$ cat src/rtl/rambyte_dp_if.sv
`default_nettype none
// ============================================================================
// Module      : rambyte_dp_if
// Description : Write/read port bundle for the rambyte_dp dual-port RAM.
// Revision    : 1.0  initial release
// ============================================================================
interface rambyte_dp_if #(
    parameter int DW = 16,
    parameter int AW = 8,
    parameter int BW = 8
);
    localparam int c_NL = DW / BW;

    logic              busy;
    logic              wr_ce;
    logic [c_NL-1:0]   wr_we;
    logic [AW-1:0]     wr_addr;
    logic [DW-1:0]     wr_din;
    logic              rd_ce;
    logic [AW-1:0]     rd_addr;
    logic [DW-1:0]     rd_dout;
    logic              rd_valid;

    modport master (
        input  busy,
        output wr_ce,
        output wr_we,
        output wr_addr,
        output wr_din,
        output rd_ce,
        output rd_addr,
        input  rd_dout,
        input  rd_valid
    );

    modport slave (
        output busy,
        input  wr_ce,
        input  wr_we,
        input  wr_addr,
        input  wr_din,
        input  rd_ce,
        input  rd_addr,
        output rd_dout,
        output rd_valid
    );
endinterface
`default_nettype wire

$ cat src/rtl/rambyte_dp.sv
`default_nettype none
// ============================================================================
// Module      : rambyte_dp
// Description : Simple dual-port RAM with per-lane write mask, selectable
//               collision semantics, optional output register and clear.
// Revision    : 1.0  initial release
// ============================================================================
module rambyte_dp #(
    parameter int DW     = 16,
    parameter int AW     = 8,
    parameter int BW     = 8,
    parameter int REGOUT = 0,
    parameter int WMODE  = 0,
    parameter int CLEAR  = 1
) (
    input  wire logic      clk,
    input  wire logic      rst,
    rambyte_dp_if.slave    bus
);

    localparam int            c_NL       = DW / BW;
    localparam int            c_DEPTH    = 2 ** AW;
    localparam logic [AW-1:0] c_ADDR_MAX = {AW{1'b1}};
    localparam logic [AW-1:0] c_ADDR_ONE = AW'(1);

    typedef enum logic [1:0] {
        S_RESET = 2'd0,
        S_CLEAR = 2'd1,
        S_RUN   = 2'd2
    } state_t;

    state_t            r_state;
    state_t            w_state_nxt;
    logic [AW-1:0]     r_clr_cnt;
    logic [AW-1:0]     w_clr_cnt_nxt;
    logic              w_clr_we;
    logic              r_busy;

    logic [DW-1:0]     r_mem [c_DEPTH];

    logic              w_wr_acc;
    logic              w_rd_acc;
    logic              w_collide;
    logic [DW-1:0]     w_rd_old;
    logic [DW-1:0]     w_merge;
    logic [DW-1:0]     w_rd_data;

    logic [DW-1:0]     r_rd_data;
    logic              r_rd_valid;

    // ------------------------------------------------------------------
    // Sequencer: RESET -> (CLEAR) -> RUN.  The first clear write happens
    // on the very first edge after reset release, from the RESET state.
    // ------------------------------------------------------------------
    always_ff @(posedge clk) begin
        if (rst) begin
            r_state   <= S_RESET;
            r_clr_cnt <= '0;
            r_busy    <= 1'b1;
        end else begin
            r_state   <= w_state_nxt;
            r_clr_cnt <= w_clr_cnt_nxt;
            r_busy    <= (w_state_nxt != S_RUN);
        end
    end

    always_comb begin
        w_state_nxt   = r_state;
        w_clr_cnt_nxt = r_clr_cnt;
        w_clr_we      = 1'b0;
        case (r_state)
            S_RESET, S_CLEAR: begin
                if (CLEAR != 0) begin
                    w_clr_we      = 1'b1;
                    w_clr_cnt_nxt = r_clr_cnt + c_ADDR_ONE;
                    w_state_nxt   = (r_clr_cnt == c_ADDR_MAX) ? S_RUN : S_CLEAR;
                end else begin
                    w_state_nxt   = S_RUN;
                end
            end
            S_RUN: begin
                w_state_nxt = S_RUN;
            end
            default: begin
                w_state_nxt   = S_RESET;
                w_clr_cnt_nxt = '0;
            end
        endcase
        if (rst) begin
            w_clr_we = 1'b0;
        end
    end

    // ------------------------------------------------------------------
    // Request acceptance and storage
    // ------------------------------------------------------------------
    assign w_wr_acc = !rst && !r_busy && bus.wr_ce;
    assign w_rd_acc = !rst && !r_busy && bus.rd_ce;

    always_ff @(posedge clk) begin
        if (w_clr_we) begin
            r_mem[r_clr_cnt] <= '0;
        end else if (w_wr_acc) begin
            for (int i = 0; i < c_NL; i++) begin
                if (bus.wr_we[i]) begin
                    r_mem[bus.wr_addr][i*BW +: BW] <= bus.wr_din[i*BW +: BW];
                end
            end
        end
    end

    // Merged word is what the array will hold after this edge's write.
    assign w_rd_old  = r_mem[bus.rd_addr];
    assign w_collide = w_wr_acc && w_rd_acc && (bus.wr_addr == bus.rd_addr);

    always_comb begin
        w_merge = w_rd_old;
        for (int i = 0; i < c_NL; i++) begin
            if (bus.wr_we[i]) begin
                w_merge[i*BW +: BW] = bus.wr_din[i*BW +: BW];
            end
        end
    end

    assign w_rd_data = ((WMODE != 0) && w_collide) ? w_merge : w_rd_old;

    always_ff @(posedge clk) begin
        if (rst) begin
            r_rd_data  <= '0;
            r_rd_valid <= 1'b0;
        end else begin
            r_rd_valid <= w_rd_acc;
            if (w_rd_acc) begin
                r_rd_data <= w_rd_data;
            end
        end
    end

    // ------------------------------------------------------------------
    // Optional output stage
    // ------------------------------------------------------------------
    generate
        if (REGOUT != 0) begin : g_regout
            logic [DW-1:0] r_out_data;
            logic          r_out_valid;

            always_ff @(posedge clk) begin
                if (rst) begin
                    r_out_data  <= '0;
                    r_out_valid <= 1'b0;
                end else begin
                    r_out_valid <= r_rd_valid;
                    if (r_rd_valid) begin
                        r_out_data <= r_rd_data;
                    end
                end
            end

            assign bus.rd_dout  = r_out_data;
            assign bus.rd_valid = r_out_valid;
        end else begin : g_direct
            assign bus.rd_dout  = r_rd_data;
            assign bus.rd_valid = r_rd_valid;
        end
    endgenerate

    assign bus.busy = r_busy;

endmodule
`default_nettype wire

$ cat src/flat_wrapper.sv
// flat-port wrapper written by rule: the top's interface ports become plain ports
module rambyte_dp_flat 
#(
    parameter int DW     = 16,
    parameter int AW     = 8,
    parameter int BW     = 8,
    parameter int REGOUT = 0,
    parameter int WMODE  = 0,
    parameter int CLEAR  = 1
)
  (clk, rst, bus_busy, bus_wr_ce, bus_wr_we, bus_wr_addr, bus_wr_din, bus_rd_ce, bus_rd_addr, bus_rd_dout, bus_rd_valid);
  rambyte_dp_if #(.DW(DW), .AW(AW), .BW(BW)) bus_i ();
  input  wire logic clk;
  input  wire logic rst;
  output wire logic [$bits(bus_i.busy)-1:0] bus_busy;
  input wire logic [$bits(bus_i.wr_ce)-1:0] bus_wr_ce;
  input wire logic [$bits(bus_i.wr_we)-1:0] bus_wr_we;
  input wire logic [$bits(bus_i.wr_addr)-1:0] bus_wr_addr;
  input wire logic [$bits(bus_i.wr_din)-1:0] bus_wr_din;
  input wire logic [$bits(bus_i.rd_ce)-1:0] bus_rd_ce;
  input wire logic [$bits(bus_i.rd_addr)-1:0] bus_rd_addr;
  output wire logic [$bits(bus_i.rd_dout)-1:0] bus_rd_dout;
  output wire logic [$bits(bus_i.rd_valid)-1:0] bus_rd_valid;
  assign bus_busy = bus_i.busy;
  assign bus_i.wr_ce = bus_wr_ce;
  assign bus_i.wr_we = bus_wr_we;
  assign bus_i.wr_addr = bus_wr_addr;
  assign bus_i.wr_din = bus_wr_din;
  assign bus_i.rd_ce = bus_rd_ce;
  assign bus_i.rd_addr = bus_rd_addr;
  assign bus_rd_dout = bus_i.rd_dout;
  assign bus_rd_valid = bus_i.rd_valid;
  rambyte_dp #(.DW(DW), .AW(AW), .BW(BW), .REGOUT(REGOUT), .WMODE(WMODE), .CLEAR(CLEAR)) u_core (.clk(clk), .rst(rst), .bus(bus_i));
endmodule
$ cat config.mk
export PLATFORM = sky130hd
export DESIGN_NAME = rambyte_dp_flat
export DESIGN_NICKNAME = d
export VERILOG_FILES = /design/src/rtl/rambyte_dp_if.sv /design/src/rtl/rambyte_dp.sv /design/src/flat_wrapper.sv
export SDC_FILE = /design/constraint.sdc
export NUM_CORES = 2
export LEC_CHECK = 0
export BUFFER_PORTS_ARGS = -buffer_cell sky130_fd_sc_hd__buf_4
export CAP_MARGIN = 10
export CORE_MARGIN = 8
export CORE_UTILIZATION = 45
export CTS_BUF_LIST = sky130_fd_sc_hd__clkbuf_2
export DETAILED_ROUTE_END_ITERATION = 8
export PLACE_DENSITY_LB_ADDON = 0.15
export REMOVE_ABC_BUFFERS = 1
export SLEW_MARGIN = 20
export SYNTH_ARGS = -nofsm -noshare
export SYNTH_HDL_FRONTEND = slang
export SYNTH_SLANG_ARGS = --single-unit
$ cat constraint.sdc
create_clock -name clk -period 9.8 [get_ports clk]
set_input_delay 1.47 -clock clk [delete_from_list [all_inputs] [get_ports clk]]
set_output_delay 1.47 -clock clk [all_outputs]
set_load 0.005 [all_outputs]
==> summary.md <==
| Metric | Value |
|---|---|
| Worst hold margin | `0.340 ns` |
| Worst path max stage delay | `1.16 ns` |
| Drc violations | `0` |
| Distinct cells, synth | `76` |
| Critical Path Source Type | `register` |
| # setup viols final | `0` |
| F_max | `201 MHz` |
| Avg Inst Size Synth | `20.1 sq um` |
| RSZ-0062 raised after global routing | `false` |
| Core area | `356000 sq um` |
| Placer Congestion | `0.863` |
| Nets | `8950` |
| Final design utilization | `49.4%` |
| Final wirelength | `500000 microns` |
| Synth Area in XOR/XNOR | `0.00543%` |
| TritonRoute pass-1 iters | `7` |
| R2R Setup Slk | `4.81 ns` |
| # Max-Cap Violations | `0` |
| Reg2reg end | `u_core.r_mem[100][13]` |
| Starting Density | `45.2%` |
| # resized after CTS | `0` |
| Synth Area in Compound Gates | `3.32%` |
| Synthesized area | `161000 sq um` |
| Die Area | `378000 sq um` |
| Largest family of logic cells by synthesized area | `multiplexers` |
| R2R depth | `6` |
| Slew @ Worst Pin | `1.27 ns` |
| I/O pin count | `56` |
| CTS tree | `done` |
| Syn. warnings | `0` |
| Static Leak | `58.0 nW` |
| Adder-Cell Fraction of Synth Area | `0.00776%` |
| P&R area growth vs syn | `9.17%` |
| Final period util | `50.9%` |
| Fin. max-slew vios | `0` |
| Sink Count | `4124` |
| Clock buffer depth | `5` |
| Commonest cells after routing, fill and taps aside | `edfxtp_1 (4096), clkbuf_2 (1548), mux4_2 (789)` |
| Hold wc startpoint | `bus_wr_din[9]` |
| WS Path Type | `register to register` |
| First-pass GRT wire length | `693000 microns` |
| Status | `complete, no violations` |
| Synth Flop Type | `edfxtp_1` |
| CTS clk-pin slew, worst paths | `0.09 ns` |
| Final TNS setup | `0 ns` |
| Min-Delay Endpoint | `u_core.r_mem[99][9]` |
| GRT Resource Usage Total | `26.1%` |
| Vias post-DR | `88277` |
| Clock Latency Late Sink | `2.28 ns` |
| Post-synthesis sequential area ratio | `76.7%` |
| Antenna Nets Post-Route | `0` |
| Post-Synthesis Cells | `8000` |
| VDD IR max | `120 uV` |
| FFs w/ async S/R, synth | `0%` |
| Worst path arrival time | `6.69 ns` |
| Initial antenna violation count | `50` |
| Vias in the first global route | `88509` |
| Worst Hold Class | `input port to register` |
| Hold path depth | `3` |
| Critical path endpoint category | `register` |
| DR iter-0 viols | `11050` |
| Relative slew slack | `13.5%` |
| Die Y | `614 microns` |
| Most common cell after layout, fill and taps aside | `edfxtp_1` |
| Chip width | `614 microns` |
| DP Wirelength | `299000 microns` |
| Inserted Clock Buffers | `1122` |
| Worst-path fanout max | `48` |
| Synth Register Bits | `4124` |
| Simple-gate area share of the yosys netlist | `3.25%` |
| Crit-path cells | `and4bb_2 > buf_4 > nand3b_1 > o21ai_1 > nand3_4 > nor2_1` |
| Routed vias/inst | `6.17` |
| Total Power | `31.8 mW` |
| Slowest CP cell | `nor2_1` |
| Critical Path RT | `11.51 ns` |
| Root Buffer | `clkbuf_2` |
| Port buffer count | `55` |
| WL/cell | `34.9 microns` |
| Layout cell share with drive strength beyond 1 | `28.7%` |
| Multiplexer area fraction after synthesis | `14.9%` |
| CTS H-Tree Depth | `7` |
| Largest net degree at the start of global routing | `183` |
| GRT overflow | `0` |
| Tmin final | `4.99 ns` |
| Num rows | `219` |
| Number of enable flip-flop cells after synthesis | `4096` |
| Skew final | `0.211 ns` |
| Hold Fails Final Rpt | `0` |
| Reg2reg start | `u_core.r_state[1]` |
| Power Dens Cells | `181 nW/um^2` |
==> where the power goes <==
part | switching, mW | internal [mW]
registers | 0.00599 | 19.1
clock network | 6.87 | 4.33
logic | 1.02 | 0.546
==> sequential cells by signal, indices dropped and copies added (netlist names) <==
| name | count |
|---|---|
| u_core.bus.busy | 1 |
| u_core.bus.rd_dout | 16 |
| u_core.r_state | 2 |
| u_core.r_mem | 4096 |
| u_core.r_clr_cnt | 8 |
| u_core.bus.rd_valid | 1 |
==> worst max-delay path by stage <==
stage | slack (ns) | to | from
5_1_grt | 4.66 | u_core.r_mem[231][12] | u_core.r_state[1]
2_1_floorplan | 3.28 | u_core.bus.rd_dout[13] | bus_rd_addr[3]
3_5_place_dp | 3.86 | u_core.bus.rd_dout[0] | bus_rd_addr[0]
3_3_place_gp | 3.74 | u_core.bus.rd_dout[0] | bus_rd_addr[0]
6_report | 4.81 | u_core.r_mem[100][13] | u_core.r_state[1]
4_1_cts | 4.76 | u_core.r_mem[100][13] | u_core.r_state[1]
==> metal layers <==
layer  track usage (%)  up-vias  share of wire, %
li1                  -    35532                 -
met1              34.9    46828                39
met2              41.5     4973                48
met3              5.30      938               8.5
met4              12.1        6               4.1
met5                 0        -            0.0092
==> critical path: cells and delay by family, from the launching register on <==
family | cells | cell delay (ns)
AO/OA/AOI/OAI | 1 | 0.63
AND/OR/NAND/NOR | 4 | 2.51
flip-flops | 1 | 0.76
buffers and inverters | 1 | 0.54
==> layout make-up <==
type                    instances  area (sq um)
diodes                         34          85.1
clock buffers                1548          7750
clock inverters               196           923
fillers                     29759        180000
inverters                       5          33.8
multi-input cells            3384         35100
flip-flops and latches       4124        124000
well taps                    4751          5940
repair buffers                274          2600
==> Yosys cell counts, drive strengths merged (4+ instances only) <==
library cell	count	area share [%]
and3	10	0.039
a211oi	40	0.19
nor2b	18	0.070
nand3	141	0.44
o311ai	9	0.049
a2111oi	5	0.031
nor2	599	1.4
o31ai	14	0.068
o2111ai	8	0.043
a22oi	82	0.38
o221ai	149	0.81
buf	288	1.4
o22ai	108	0.42
a21o	5	0.023
clkbuf	199	0.46
nand2b	28	0.11
edfxtp	4096	76
dfxtp	28	0.35
a21oi	132	0.41
a22o	8	0.043
a31oi	19	0.074
nand4	34	0.13
inv	4	0.0093
and2	40	0.16
or2	5	0.019
nor4	17	0.066
nand3b	10	0.047
o21ai	96	0.30
nor3b	5	0.023
mux2	11	0.077
a32oi	5	0.027
a311oi	5	0.027
a221oi	11	0.060
nand2	231	0.54
a32o	4	0.025
mux4	789	11
a211o	11	0.060
nor3	51	0.16
a41oi	5	0.027
o211ai	31	0.14
mux2i	615	3.8
==> per-stage QoR <==
stage,cells,area (sq um),worst slack [ns]
after floorplan,7513,158000,3.28
after global placement,12511,167000,3.74
after detailed placement,12512,167000,3.86
after CTS,14282,176000,4.76
after global routing,14305,176000,4.66
final,14316,176000,4.81
==> cell families (layout without fill, tap and decap cells) <==
logic type | Yosys count | count (layout)
flip-flops | 4124 | 4124
multiplexers | 1415 | 1415
AND/OR/NAND/NOR | 1201 | 1201
AO/OA/AOI/OAI | 766 | 766
buffers and inverters | 492 | 2023
adder cells (fa/ha/maj) | 1 | 1
XOR/XNOR | 1 | 1
other | 0 | 34
==> repair_timing <==
item	in CTS	in global routing
endpoints found under the setup margin	0	0
hold buffers	26	0
setup buffers	0	0
endpoints found under the hold margin	1005	0
(Power assumes the default switching activity.)
